**src/rtl/demux_1x2_buf.sv**
```systemverilog
// -----------------------------------------------------------------------------
// demux_1x2_buf
//   Buffered 1-to-2 demultiplexer for the result datapath. A word presented on
//   the input is steered by in_sel into destination A (0) or B (1). Each
//   destination owns a small FIFO, so a stalled consumer never blocks the other.
//
// Handshake: a transfer happens on a rising clk edge where valid && ready are
//   both 1. The producer holds data/sel stable while valid=1 and ready=0; the
//   FIFOs hold x_valid/x_data stable until the consumer pops. in_ready depends
//   only on in_sel and the selected FIFO's fullness (never on in_valid or the
//   consumer readies), so a full FIFO never passes through in the same cycle.
//
// Ports
//   clk, rst_n            clock (rising edge), asynchronous active-low reset
//   in_data/in_sel        word to steer and its destination (0=A, 1=B)
//   in_valid/in_ready     input handshake
//   a_data/a_valid/a_ready/a_count   destination A head, handshake, occupancy
//   b_data/b_valid/b_ready/b_count   destination B head, handshake, occupancy
//   a_xfers/b_xfers       (DEMUX_STATS_EN only) saturating pop counters
//
// Configuration macro: DEMUX_STATS_EN adds the a_xfers/b_xfers statistics.
// -----------------------------------------------------------------------------
module demux_1x2_buf #(
   parameter int WIDTH = 16,
   parameter int DEPTH = 2
) (
   input  logic                       clk,
   input  logic                       rst_n,
   input  logic [WIDTH-1:0]           in_data,
   input  logic                       in_sel,
   input  logic                       in_valid,
   output logic                       in_ready,
   output logic [WIDTH-1:0]           a_data,
   output logic                       a_valid,
   input  logic                       a_ready,
   output logic [$clog2(DEPTH+1)-1:0] a_count,
   output logic [WIDTH-1:0]           b_data,
   output logic                       b_valid,
   input  logic                       b_ready,
   output logic [$clog2(DEPTH+1)-1:0] b_count
`ifdef DEMUX_STATS_EN
   ,
   output logic [15:0]                a_xfers,
   output logic [15:0]                b_xfers
`endif
);

   localparam int CW = $clog2(DEPTH+1);
   localparam int AW = $clog2(DEPTH);

   // Index 0 is destination A, index 1 is destination B.
   logic [WIDTH-1:0] mem_q    [2][DEPTH];
   logic [AW-1:0]    wr_ptr_q [2];
   logic [AW-1:0]    wr_ptr_d [2];
   logic [AW-1:0]    rd_ptr_q [2];
   logic [AW-1:0]    rd_ptr_d [2];
   logic [CW-1:0]    count_q  [2];
   logic [CW-1:0]    count_d  [2];
   logic [1:0]       push;
   logic [1:0]       pop;
   logic [1:0]       full;
   logic [1:0]       out_ready;

   assign out_ready = {b_ready, a_ready};
   assign full[0]   = (count_q[0] == CW'(DEPTH));
   assign full[1]   = (count_q[1] == CW'(DEPTH));
   assign in_ready  = ~full[in_sel];

   always_comb begin
      push = '0;
      pop  = '0;
      for (int i = 0; i < 2; i++) begin
         wr_ptr_d[i] = wr_ptr_q[i];
         rd_ptr_d[i] = rd_ptr_q[i];
         count_d[i]  = count_q[i];
         push[i] = in_valid && in_ready && (in_sel == 1'(i));
         // An empty FIFO has valid=0, so a ready consumer cannot pop it.
         pop[i]  = (count_q[i] != '0) && out_ready[i];
         // DEPTH is a power of two, so the pointers wrap naturally.
         if (push[i]) wr_ptr_d[i] = wr_ptr_q[i] + AW'(1);
         if (pop[i])  rd_ptr_d[i] = rd_ptr_q[i] + AW'(1);
         case ({push[i], pop[i]})
            2'b10:   count_d[i] = count_q[i] + CW'(1);
            2'b01:   count_d[i] = count_q[i] - CW'(1);
            default: count_d[i] = count_q[i];
         endcase
      end
   end

   always_ff @(posedge clk or negedge rst_n) begin
      if (!rst_n) begin
         for (int i = 0; i < 2; i++) begin
            wr_ptr_q[i] <= '0;
            rd_ptr_q[i] <= '0;
            count_q[i]  <= '0;
         end
      end else begin
         for (int i = 0; i < 2; i++) begin
            wr_ptr_q[i] <= wr_ptr_d[i];
            rd_ptr_q[i] <= rd_ptr_d[i];
            count_q[i]  <= count_d[i];
         end
      end
   end

   // Storage needs no reset: the outputs are masked to 0 while a FIFO is empty.
   always_ff @(posedge clk) begin
      for (int i = 0; i < 2; i++) begin
         if (push[i]) mem_q[i][wr_ptr_q[i]] <= in_data;
      end
   end

   assign a_valid = (count_q[0] != '0);
   assign b_valid = (count_q[1] != '0);
   assign a_data  = a_valid ? mem_q[0][rd_ptr_q[0]] : '0;
   assign b_data  = b_valid ? mem_q[1][rd_ptr_q[1]] : '0;
   assign a_count = count_q[0];
   assign b_count = count_q[1];

`ifdef DEMUX_STATS_EN
   logic [15:0] a_xfers_q;
   logic [15:0] b_xfers_q;

   always_ff @(posedge clk or negedge rst_n) begin
      if (!rst_n) begin
         a_xfers_q <= '0;
         b_xfers_q <= '0;
      end else begin
         if (pop[0] && (a_xfers_q != 16'hFFFF)) a_xfers_q <= a_xfers_q + 16'd1;
         if (pop[1] && (b_xfers_q != 16'hFFFF)) b_xfers_q <= b_xfers_q + 16'd1;
      end
   end

   assign a_xfers = a_xfers_q;
   assign b_xfers = b_xfers_q;
`else
   // Statistics counters are not built in this configuration.
`endif

`ifndef SYNTHESIS
   // A valid input must carry a known destination.
   always @(posedge clk) begin
      if (rst_n && in_valid) assert (!$isunknown(in_sel));
   end
`endif

endmodule

```
**config.mk**
```make
export PLATFORM = sky130hd
export DESIGN_NAME = demux_1x2_buf
export DESIGN_NICKNAME = d
export VERILOG_FILES = /design/src/rtl/demux_1x2_buf.sv
export SDC_FILE = /design/constraint.sdc
export NUM_CORES = 1
export LEC_CHECK = 0
export ABC_AREA = 1
export ABC_CLOCK_PERIOD_IN_PS = 2100
export CORE_AREA = 2 2 74 83
export CTS_BUF_LIST = sky130_fd_sc_hd__clkbuf_8
export CTS_CLUSTER_SIZE = 16
export DETAILED_ROUTE_END_ITERATION = 8
export DIE_AREA = 0 0 76 85
export GPL_ROUTABILITY_DRIVEN = 0
export PLACE_DENSITY_LB_ADDON = 0.3
export SKIP_LAST_GASP = 1
export SLEW_MARGIN = 0
export SYNTH_ARGS = -nofsm -noshare
export SYNTH_HDL_FRONTEND = slang
export SYNTH_SLANG_ARGS = --single-unit
```
**constraint.sdc**
```tcl
create_clock -name clk -period 2.1 [get_ports clk]
set_input_delay 0.42 -clock clk [delete_from_list [all_inputs] [get_ports clk]]
set_output_delay 0.42 -clock clk [all_outputs]
set_load 0.1 [all_outputs]
```
==> flow_metrics.env <==
export IMPL_outcome="completed"
export IMPL_grt_antenna_before_repair=0
export IMPL_firstDrtPassIters=5
export IMPL_reg2regPathDepth=7
export IMPL_yosysTopAreaCell="edfxtp_1"
export IMPL_ys_ff_latch=72
export IMPL_die_y_um=85
export IMPL_place_area_um2=4240
export IMPL_clockBufferDepth=2
export IMPL_avgRoutedWirePerCell_um=16.9
export IMPL_path_clk_slew_ns=0.07
export IMPL_cts_num_sinks=72
export IMPL_drc_errors=0
export IMPL_grt_max_degree=18
export IMPL_r2r_setup_slack_ns=0.42
export IMPL_synth_top_area_share_pct=67.7
export IMPL_syn_nets=245
export IMPL_core_area_um2=5620
export IMPL_fp_dieArea_um2=6460
export IMPL_crit_path_end_kind="output pin"
export IMPL_final_cell_area_um2=4540
export IMPL_yosysWarnings=0
export IMPL_worstSetupStartpointType="flip-flop"
export IMPL_vias=1967
export IMPL_synth_mux_area_share_pct=0
export IMPL_syn_avg_cell_area_um2=12.9
export IMPL_viasPerCell=5.15
export IMPL_drv_slew=0
export IMPL_port_buffers=60
export IMPL_synth_top_family_by_area="simple AND/OR/NAND/NOR gates"
export IMPL_finalClockSkew_ns=0.00552
export IMPL_first_iter_violations=143
export IMPL_areaGrowthSynthToFinish_pct=59.8
export IMPL_timing_rr_start="a_count[1]"
export IMPL_hold_viol=0
export IMPL_cts_hold_buffers_added=0
export IMPL_fin_crit_sh_pct=95.9
export IMPL_critPathArrivalTime_ns=1.59
export IMPL_synth_area_leaders="edfxtp_1 68%, nand2_1 9.0%, dfrtp_1 7.0%"
export IMPL_synthSimpleGateAreaFrac_pct=12.6
export IMPL_reg2reg_to="a_count[1]"
export IMPL_worst_pin_slew_ns=0.389
export IMPL_hpwlAfterDp_um=4400
export IMPL_crit_path_max_fanout=11
export IMPL_yosysSeqAreaShare_pct=74.7
export IMPL_grt_pass1_vias=2072
export IMPL_max_cap_violations=0
export IMPL_synthCells=221
export IMPL_setup_viol=0
export IMPL_rsz0062_at_grt="false"
export IMPL_slew_headroom_pct=74.0
export IMPL_cts_root_buffer="clkbuf_8"
export IMPL_die_w_um=76
export IMPL_clock_latency_ns=0.34
export IMPL_final_antenna_net_count=0
export IMPL_syn_area_um2=2840
export IMPL_min_path_type="primary input to asynchronous set/reset pin"
export IMPL_fmax_ghz=0.496
export IMPL_n_antenna_cell=0
export IMPL_finalCriticalPeriod_ns=2.01
export IMPL_grt_pass1_wl_um=10200
export IMPL_initial_core_util_pct=50.5
export IMPL_utilization_pct=80.7
export IMPL_htreeDepth=3
export IMPL_grt_overflow=0
export IMPL_cts_buffers=9
export IMPL_synth_compound_area_share_pct=6.34
export IMPL_wirelength_um=6440
export IMPL_nets=324
export IMPL_rows=29
export IMPL_gr_usage_all_layers_pct=21.0
export IMPL_cts_tree="yes"
export IMPL_drive_gt1_share_pct=40.0
export IMPL_synth_xor_area_share_pct=1.85
export IMPL_synth_adder_area_share_pct=0.881
export IMPL_n_fill_cell=287
export IMPL_synth_cell_types=19
export IMPL_crit_required_ns=1.68
export IMPL_ios=61
export IMPL_path_class="flip-flop to output pin"
final cells by class:
type                       instances  area (µm²)  share of cell area, %
clock buffer                       9         124                   2.73
clock inverter                     7         135                   2.98
inverter                          14        65.1                   1.43
multi-input combinational        127         876                   19.3
sequential                        72        2130                   47.0
tap                               77        96.3                   2.12
timing repair buffer              76        1110                   24.5
flip-flops by register name, summed over array words and instances (netlist names):
register / cells
a_count: 2
rd_ptr_q: 2
b_count: 2
wr_ptr_q: 2
mem_q: 64
layer usage:
metal | up-vias | routed length [µm] | share of wire, % | GRT usage (%)
li1 | 918 | - | - | -
met1 | 957 | 2440 | 38 | 24.4
met2 | 81 | 3530 | 55 | 37.2
met3 | 11 | 330 | 5.1 | 5.85
met4 | 0 | 136 | 2.1 | 8.60
met5 | - | 0 | 0 | 0
cell usage after synthesis:
master / count
edfxtp_1: 64
nand4_1: 2
xnor2_1: 4
nand2_2: 2
dfrtp_1: 8
nand3_2: 1
buf_4: 4
o21ai_0: 2
nor2_4: 3
buf_2: 4
ha_1: 2
inv_1: 11
inv_2: 3
nand2_1: 68
a21oi_1: 34
nand3_1: 2
nor2_2: 2
nor2_1: 3
xor2_1: 2
cells in the final DEF (no fill, tap or decap), drive strengths merged, types with 3 or more instances in the layout:
master         instances
clkdlybuf4s50         21
edfxtp                64
dfrtp                  8
nor2                   8
xnor2                  4
bufinv                 4
nand2                 70
a21oi                 34
nand3                  3
buf                   55
clkinvlp               3
clkbuf                 9
inv                   13
how the worst max path moves through the flow:
stage,startpoint,to,cells past startpoint
after floorplan,b_count[1],b_data[0],2
after global placement,in_sel,a_count[1],8
after detailed placement,in_sel,b_count[1],8
after CTS,a_count[1],a_valid,4
after global routing,rd_ptr_q[1],a_data[1],4
final,rd_ptr_q[1],a_data[1],4
logic make-up after synthesis:
| logic type | count (synthesis) |
|---|---|
| xor+xnor | 6 |
| fa+ha+maj | 2 |
| buf+inv | 22 |
| flops | 72 |
| simple gates | 83 |
| compound gates | 36 |
worst max-delay path, stage by stage, from the launching register on:
cell	delay [ns]
dfrtp_2	0.48
buf_4	0.22
nand2_1	0.12
a21oi_4	0.23
buf_12	0.20
timing repair:
action | 4_1_cts | 5_1_grt
setup buffers | 0 | 4
setup endpoints to repair | 6 | 11
gates resized for setup | 3 | 1
pin swaps | 1 | 1
stage by stage:
stage          std cells  setup WS, ns  setup TNS (ns)  hold slack [ns]
6_report             382        0.0851               0            0.368
5_1_grt              382        0.0158               0            0.374
4_1_cts              378     0.0000580               0            0.358
3_5_place_dp         362      -0.00117        -0.00117            0.470
3_3_place_gp         362        0.0804               0            0.464
2_1_floorplan        221       -0.0625          -0.816            0.124
Power is left out: the tool's default activity adds up to more than one toggle a clock period on the data nets, which glitch-free logic cannot reach.
